<file path="src/rtl/alu_pkg.sv">
// Shared definitions for the calculator ALU datapath: function codes,
// issue-stage FSM encoding and result flag bit positions.
package alu_pkg;

   localparam logic [2:0] ALU_ADD = 3'b000;
   localparam logic [2:0] ALU_SUB = 3'b001;
   localparam logic [2:0] ALU_NOT = 3'b010;
   localparam logic [2:0] ALU_AND = 3'b011;
   localparam logic [2:0] ALU_OR  = 3'b100;
   localparam logic [2:0] ALU_XOR = 3'b101;
   localparam logic [2:0] ALU_LT  = 3'b110;
   localparam logic [2:0] ALU_EQ  = 3'b111;

   typedef enum logic [1:0] {
      ST_IDLE = 2'd0,
      ST_EXEC = 2'd1,
      ST_RESP = 2'd2
   } state_t;

   localparam int FLAG_ZERO  = 0;
   localparam int FLAG_OVF   = 1;
   localparam int FLAG_CARRY = 2;
   localparam int NFLAGS     = 3;

endpackage

</file>
<file path="src/rtl/alu_regfile.sv">
// Small operand register file: two asynchronous read ports, one synchronous
// write port, every entry reset asynchronously to RESET_VAL.
module alu_regfile #(
   parameter int                WIDTH     = 4,
   parameter int                NREGS     = 4,
   parameter logic [WIDTH-1:0]  RESET_VAL = '0
) (
   input  logic                     clk,
   input  logic                     rst_n,
   input  logic [$clog2(NREGS)-1:0] rd_addr_a,
   input  logic [$clog2(NREGS)-1:0] rd_addr_b,
   output logic [WIDTH-1:0]         rd_data_a,
   output logic [WIDTH-1:0]         rd_data_b,
   input  logic                     wr_en,
   input  logic [$clog2(NREGS)-1:0] wr_addr,
   input  logic [WIDTH-1:0]         wr_data
);

   logic [WIDTH-1:0] mem [NREGS];

   always_ff @(posedge clk or negedge rst_n) begin
      if (!rst_n) begin
         for (int i = 0; i < NREGS; i++) begin
            mem[i] <= RESET_VAL;
         end
      end else if (wr_en) begin
         mem[wr_addr] <= wr_data;
      end
   end

   assign rd_data_a = mem[rd_addr_a];
   assign rd_data_b = mem[rd_addr_b];

endmodule

</file>
<file path="src/rtl/alu_issue.sv">
// Issue/writeback stage in front of the combinational 4-bit ALU.
// Optional sticky carry/overflow flags: define ALU_ISSUE_STICKY_FLAGS_EN.
module alu_issue
   import alu_pkg::*;
#(
   parameter int                WIDTH     = 4,
   parameter int                NREGS     = 4,
   parameter logic [WIDTH-1:0]  RESET_VAL = '0
) (
   input  logic                     clk,
   input  logic                     rst_n,
   input  logic                     cmd_valid,
   output logic                     cmd_ready,
   input  logic [2:0]               cmd_op,
   input  logic                     cmd_imm_sel,
   input  logic [WIDTH-1:0]         cmd_imm,
   input  logic [$clog2(NREGS)-1:0] cmd_rs1,
   input  logic [$clog2(NREGS)-1:0] cmd_rs2,
   input  logic [$clog2(NREGS)-1:0] cmd_rd,
   output logic [2:0]               alu_fnselec,
   output logic [WIDTH-1:0]         alu_a,
   output logic [WIDTH-1:0]         alu_b,
   input  logic [WIDTH-1:0]         alu_res,
   input  logic                     alu_zero,
   input  logic                     alu_overflow,
   input  logic                     alu_carry,
   output logic                     res_valid,
   input  logic                     res_ready,
   output logic [WIDTH-1:0]         res_data,
   output logic [NFLAGS-1:0]        res_flags
`ifdef ALU_ISSUE_STICKY_FLAGS_EN
   ,
   output logic [1:0]               sticky_flags,
   input  logic                     sticky_clr
`endif
);

   localparam int AW = $clog2(NREGS);

   state_t           state;
   state_t           state_next;
   logic [2:0]       op_q;
   logic [WIDTH-1:0] a_q;
   logic [WIDTH-1:0] b_q;
   logic [AW-1:0]    rd_q;
   logic [WIDTH-1:0] rf_a;
   logic [WIDTH-1:0] rf_b;
   logic             accept;
   logic             in_exec;
   logic [NFLAGS-1:0] flags_now;

   alu_regfile #(
      .WIDTH     (WIDTH),
      .NREGS     (NREGS),
      .RESET_VAL (RESET_VAL)
   ) u_regfile (
      .clk       (clk),
      .rst_n     (rst_n),
      .rd_addr_a (cmd_rs1),
      .rd_addr_b (cmd_rs2),
      .rd_data_a (rf_a),
      .rd_data_b (rf_b),
      .wr_en     (in_exec),
      .wr_addr   (rd_q),
      .wr_data   (alu_res)
   );

   always_ff @(posedge clk or negedge rst_n) begin
      if (!rst_n) begin
         state <= ST_IDLE;
      end else begin
         state <= state_next;
      end
   end

   always_comb begin
      state_next = state;
      case (state)
         ST_IDLE: if (cmd_valid) state_next = ST_EXEC;
         ST_EXEC: state_next = ST_RESP;
         ST_RESP: if (res_ready) state_next = ST_IDLE;
         default: state_next = ST_IDLE;
      endcase
   end

   always_comb begin
      cmd_ready = 1'b0;
      res_valid = 1'b0;
      in_exec   = 1'b0;
      case (state)
         ST_IDLE: cmd_ready = 1'b1;
         ST_EXEC: in_exec   = 1'b1;
         ST_RESP: res_valid = 1'b1;
         default: cmd_ready = 1'b0;
      endcase
   end

   assign accept = cmd_valid && cmd_ready;

   // Operands are captured at accept so the ALU inputs stay frozen through EXEC.
   always_ff @(posedge clk or negedge rst_n) begin
      if (!rst_n) begin
         op_q <= '0;
         a_q  <= '0;
         b_q  <= '0;
         rd_q <= '0;
      end else if (accept) begin
         op_q <= cmd_op;
         a_q  <= rf_a;
         b_q  <= cmd_imm_sel ? cmd_imm : rf_b;
         rd_q <= cmd_rd;
      end
   end

   assign alu_fnselec = op_q;
   assign alu_a       = a_q;
   assign alu_b       = b_q;

   always_comb begin
      flags_now             = '0;
      flags_now[FLAG_ZERO]  = alu_zero;
      flags_now[FLAG_OVF]   = alu_overflow;
      flags_now[FLAG_CARRY] = alu_carry;
   end

   always_ff @(posedge clk or negedge rst_n) begin
      if (!rst_n) begin
         res_data  <= '0;
         res_flags <= '0;
      end else if (in_exec) begin
         res_data  <= alu_res;
         res_flags <= flags_now;
      end
   end

`ifdef ALU_ISSUE_STICKY_FLAGS_EN
   // A clear coinciding with a capture wipes the old flags but keeps the new ones.
   always_ff @(posedge clk or negedge rst_n) begin
      if (!rst_n) begin
         sticky_flags <= '0;
      end else if (in_exec) begin
         sticky_flags <= (sticky_clr ? 2'b00 : sticky_flags) | {alu_carry, alu_overflow};
      end else if (sticky_clr) begin
         sticky_flags <= '0;
      end
   end
`endif

endmodule

</file>
<file path="config.mk">
export PLATFORM = sky130hd
export DESIGN_NAME = alu_issue
export DESIGN_NICKNAME = d
export VERILOG_FILES = /design/src/rtl/alu_pkg.sv /design/src/rtl/alu_regfile.sv /design/src/rtl/alu_issue.sv
export SDC_FILE = /design/constraint.sdc
export NUM_CORES = 1
export LEC_CHECK = 0
export CORE_UTILIZATION = 41
export CTS_CLUSTER_DIAMETER = 120
export CTS_CLUSTER_SIZE = 12
export DETAILED_ROUTE_END_ITERATION = 8
export GPL_TIMING_DRIVEN = 0
export PLACE_DENSITY = 0.77
export SYNTH_ARGS = -nofsm -noshare
export SYNTH_HDL_FRONTEND = slang
export SYNTH_SLANG_ARGS = --single-unit
</file>
<file path="constraint.sdc">
create_clock -name clk -period 1.7 [get_ports clk]
set_input_delay 0.34 -clock clk [delete_from_list [all_inputs] [get_ports clk]]
set_output_delay 0.34 -clock clk [all_outputs]
set_load 0.005 [all_outputs]
</file>
==> results.ini, run 1 <==
[finish]
final_layout_size_suffix_gt1_frac = 0.389
fin_util = 0.617
syn2layout_area_growth_pct = 38.4
fillCellCount = 290
final_cells = 210
final_nets = 186
final_common_cell = clkdlybuf4s50_1
layout_common_cells = clkdlybuf4s50_1, dfrtp_1, mux2_2
final_area_um2 = 2340
diodes = 0

[status]
status = complete, no violations

[sta]
final-max-slew-violation-count = 0
period_needed_ps = 1650
skew_ps = 7.94
max_freq_ghz = 0.607
worst_pin_slew_ps = 833
slew_headroom = 0.445
setup-tns-final_ps = 0
setup_viol_count_final = 0
hold_violations = 0
rsz0062_at_grt = yes
period_share = 0.969

[critical_path]
crit_arrival_ps = 1820
slowest_stage = clkdlybuf4s50_1
cp-start-kind = primary input
critical-path-max-stage-delay_ps = 640
reg2reg_slack_ps = 60
crit_end = alu_a[0]
r2r_cells = 6
rr_endpoint = u_regfile.mem[6]
worstSetupStartpoint = cmd_rs1[0]
path_class = in2reg
cp_max_fo = 4
worstSetupEndpointType = flop
crit_path_cell_trace = clkdlybuf4s50_1 -> mux4_2 -> mux2_2
critPathRequiredTime_ps = 1880
r2r_start = state[0]

[synth]
ys_ff_latch = 38
syn-num-nets = 129
synth_warnings = 0
synth_area_leaders = dfrtp_1, mux2_2, mux4_2
yosysTopAreaCell = dfrtp_1
synth_top_area_share = 0.562
syn_avg_cell_area_um2 = 16.3
syn_inst = 104
yosysSeqAreaShare = 0.562
syn_area_um2 = 1690
yosysUniqueCellTypes = 18

[global_routing]
grt_overflow = 0
track_usage = 0.178
grt_max_degree = 39
antenna_found_initial = 0
grt_pass1_wl_mm = 5.63
grt_pass1_vias = 1143

[detailed_routing]
ant_nets = 0
first_pass_iters = 3
drc = 0
wl_mm = 3.35
vias = 1074
dr.first_iter.drc_count = 33
vias_per_cell = 5.11
wl_per_cell_um = 15.9

[die]
fp.dieW_um = 66.3
initial_core_util = 0.446
die_h_um = 66.3
std_cell_rows = 22
dieArea_um2 = 4390
core_region_area_um2 = 3800
io_pins = 45

[pwr]
pwr-share-comb = 0.407
p_sw_frac = 0.276
internal_power_mw = 2.96
power.switching_mw = 1.13
power_density_nw_per_um2 = 1740
power_mw = 4.08
ir_drop_v = 0.000854
pwr-share-seq = 0.413
p_clk_frac = 0.180
p_leak_nw = 0.984

[cts]
tritoncts = done
clk_latency_ps = 290
ctsRootBufferMaster = clkbuf_8
h-tree-depth = 2
hold_buffers = 0
cts_sinks = 38
clockBufferDepth = 2
clk_pin_slew_worst_paths_ps = 70
cts_buffers = 5

[placed_design]
gp_congestion = 0.754
dpl.hpwl_mm = 2.51
dp.cells = 195
numPortBuffers = 43
place_area_um2 = 2180

[min_path]
hp-class = in2async

[flow_run]
maxCapViolCount = 0

-- routing by layer --
metal,GRT usage,vias up,part of all wire
li1,-,497,-
met1,0.223,549,0.43
met2,0.301,25,0.52
met3,0.0483,3,0.043
met4,0.0479,0,0.0066
met5,0,-,0
-- logic make-up after synthesis --
group	Yosys count	share of synthesized area
flops	38	0.562
mux	44	0.343
compound gates	5	0.0148
buf+inv	5	0.0199
simple gates	12	0.0606
-- area by class of cell --
cell class,instances,area (um^2),share of cell area
Timing Repair Buffer,50,479,0.204
Inverter,1,3.75,0.00160
Clock buffer,6,72.6,0.0310
Multi-Input combinational cell,61,708,0.302
Sequential cell,38,952,0.406
Buffer,4,30.0,0.0128
Tap cell,48,60.1,0.0256
Clock inverter,2,37.5,0.0160
-- metrics by stage --
stage | setup slack (ps) | hold WS (ps)
after global placement | -513 | 487
after global routing | -4.99 | 229
final | 53.4 | 151
after CTS | 33.7 | 172
after floorplan | 309 | 44.4
after detailed placement | -271 | 484
-- worst max-delay path, delay by kind of cell --
family                 cells  cell delay, ps
buffers and inverters      1             640
multiplexers               2             840
-- Yosys cell counts (all sizes together) --
master	count
mux4	8
nor3	1
nor3b	3
nand2b	2
buf	3
o21ai	1
a21oi	4
nor2	5
clkbuf	1
mux2i	4
mux2	32
inv	1
nand4b	1
dfrtp	38
-- sequential cells by signal (all words and copies together) (netlist names) --
register and count:
u_regfile.mem 16, alu_a 4, res_data 4, state 2, alu_fnselec 3, alu_b 4
res_flags 3, rd_q 2
-- power by group through the flow --
stage | logic, mW | registers (mW) | clock network [mW]
2_1_floorplan | 0.879 | 1.65 | 0
5_1_grt | 1.79 | 1.75 | 0.802
3_5_place_dp | 1.61 | 1.71 | 0
3_3_place_gp | 1.56 | 1.66 | 0
6_report | 1.66 | 1.69 | 0.734
4_1_cts | 1.64 | 1.69 | 0.754
-- worst min path at each step --
stage              endpoint  slack, ps
5_1_grt         res_data[3]        230
3_3_place_gp    res_data[3]        490
6_report        res_data[3]        150
3_5_place_dp   res_flags[0]        480
4_1_cts        res_flags[0]        170
2_1_floorplan      alu_a[0]         40
-- timing repair --
item / 4_1_cts / 5_1_grt
setup buffers: 2 / 5
gates cloned: 0 / 0
endpoints found under the setup margin: 2 / 3
resized for setup: 2 / 1
hold endpoints to repair: 0 / 0
Power figures use the tool's default switching activity.
==> run 2: changes to the inputs <==
Settings changed: CTS_CLUSTER_DIAMETER 120 to unset.
==> results of run 2 <==
The final DEF is identical to that of run 1; final timing and power are the same.
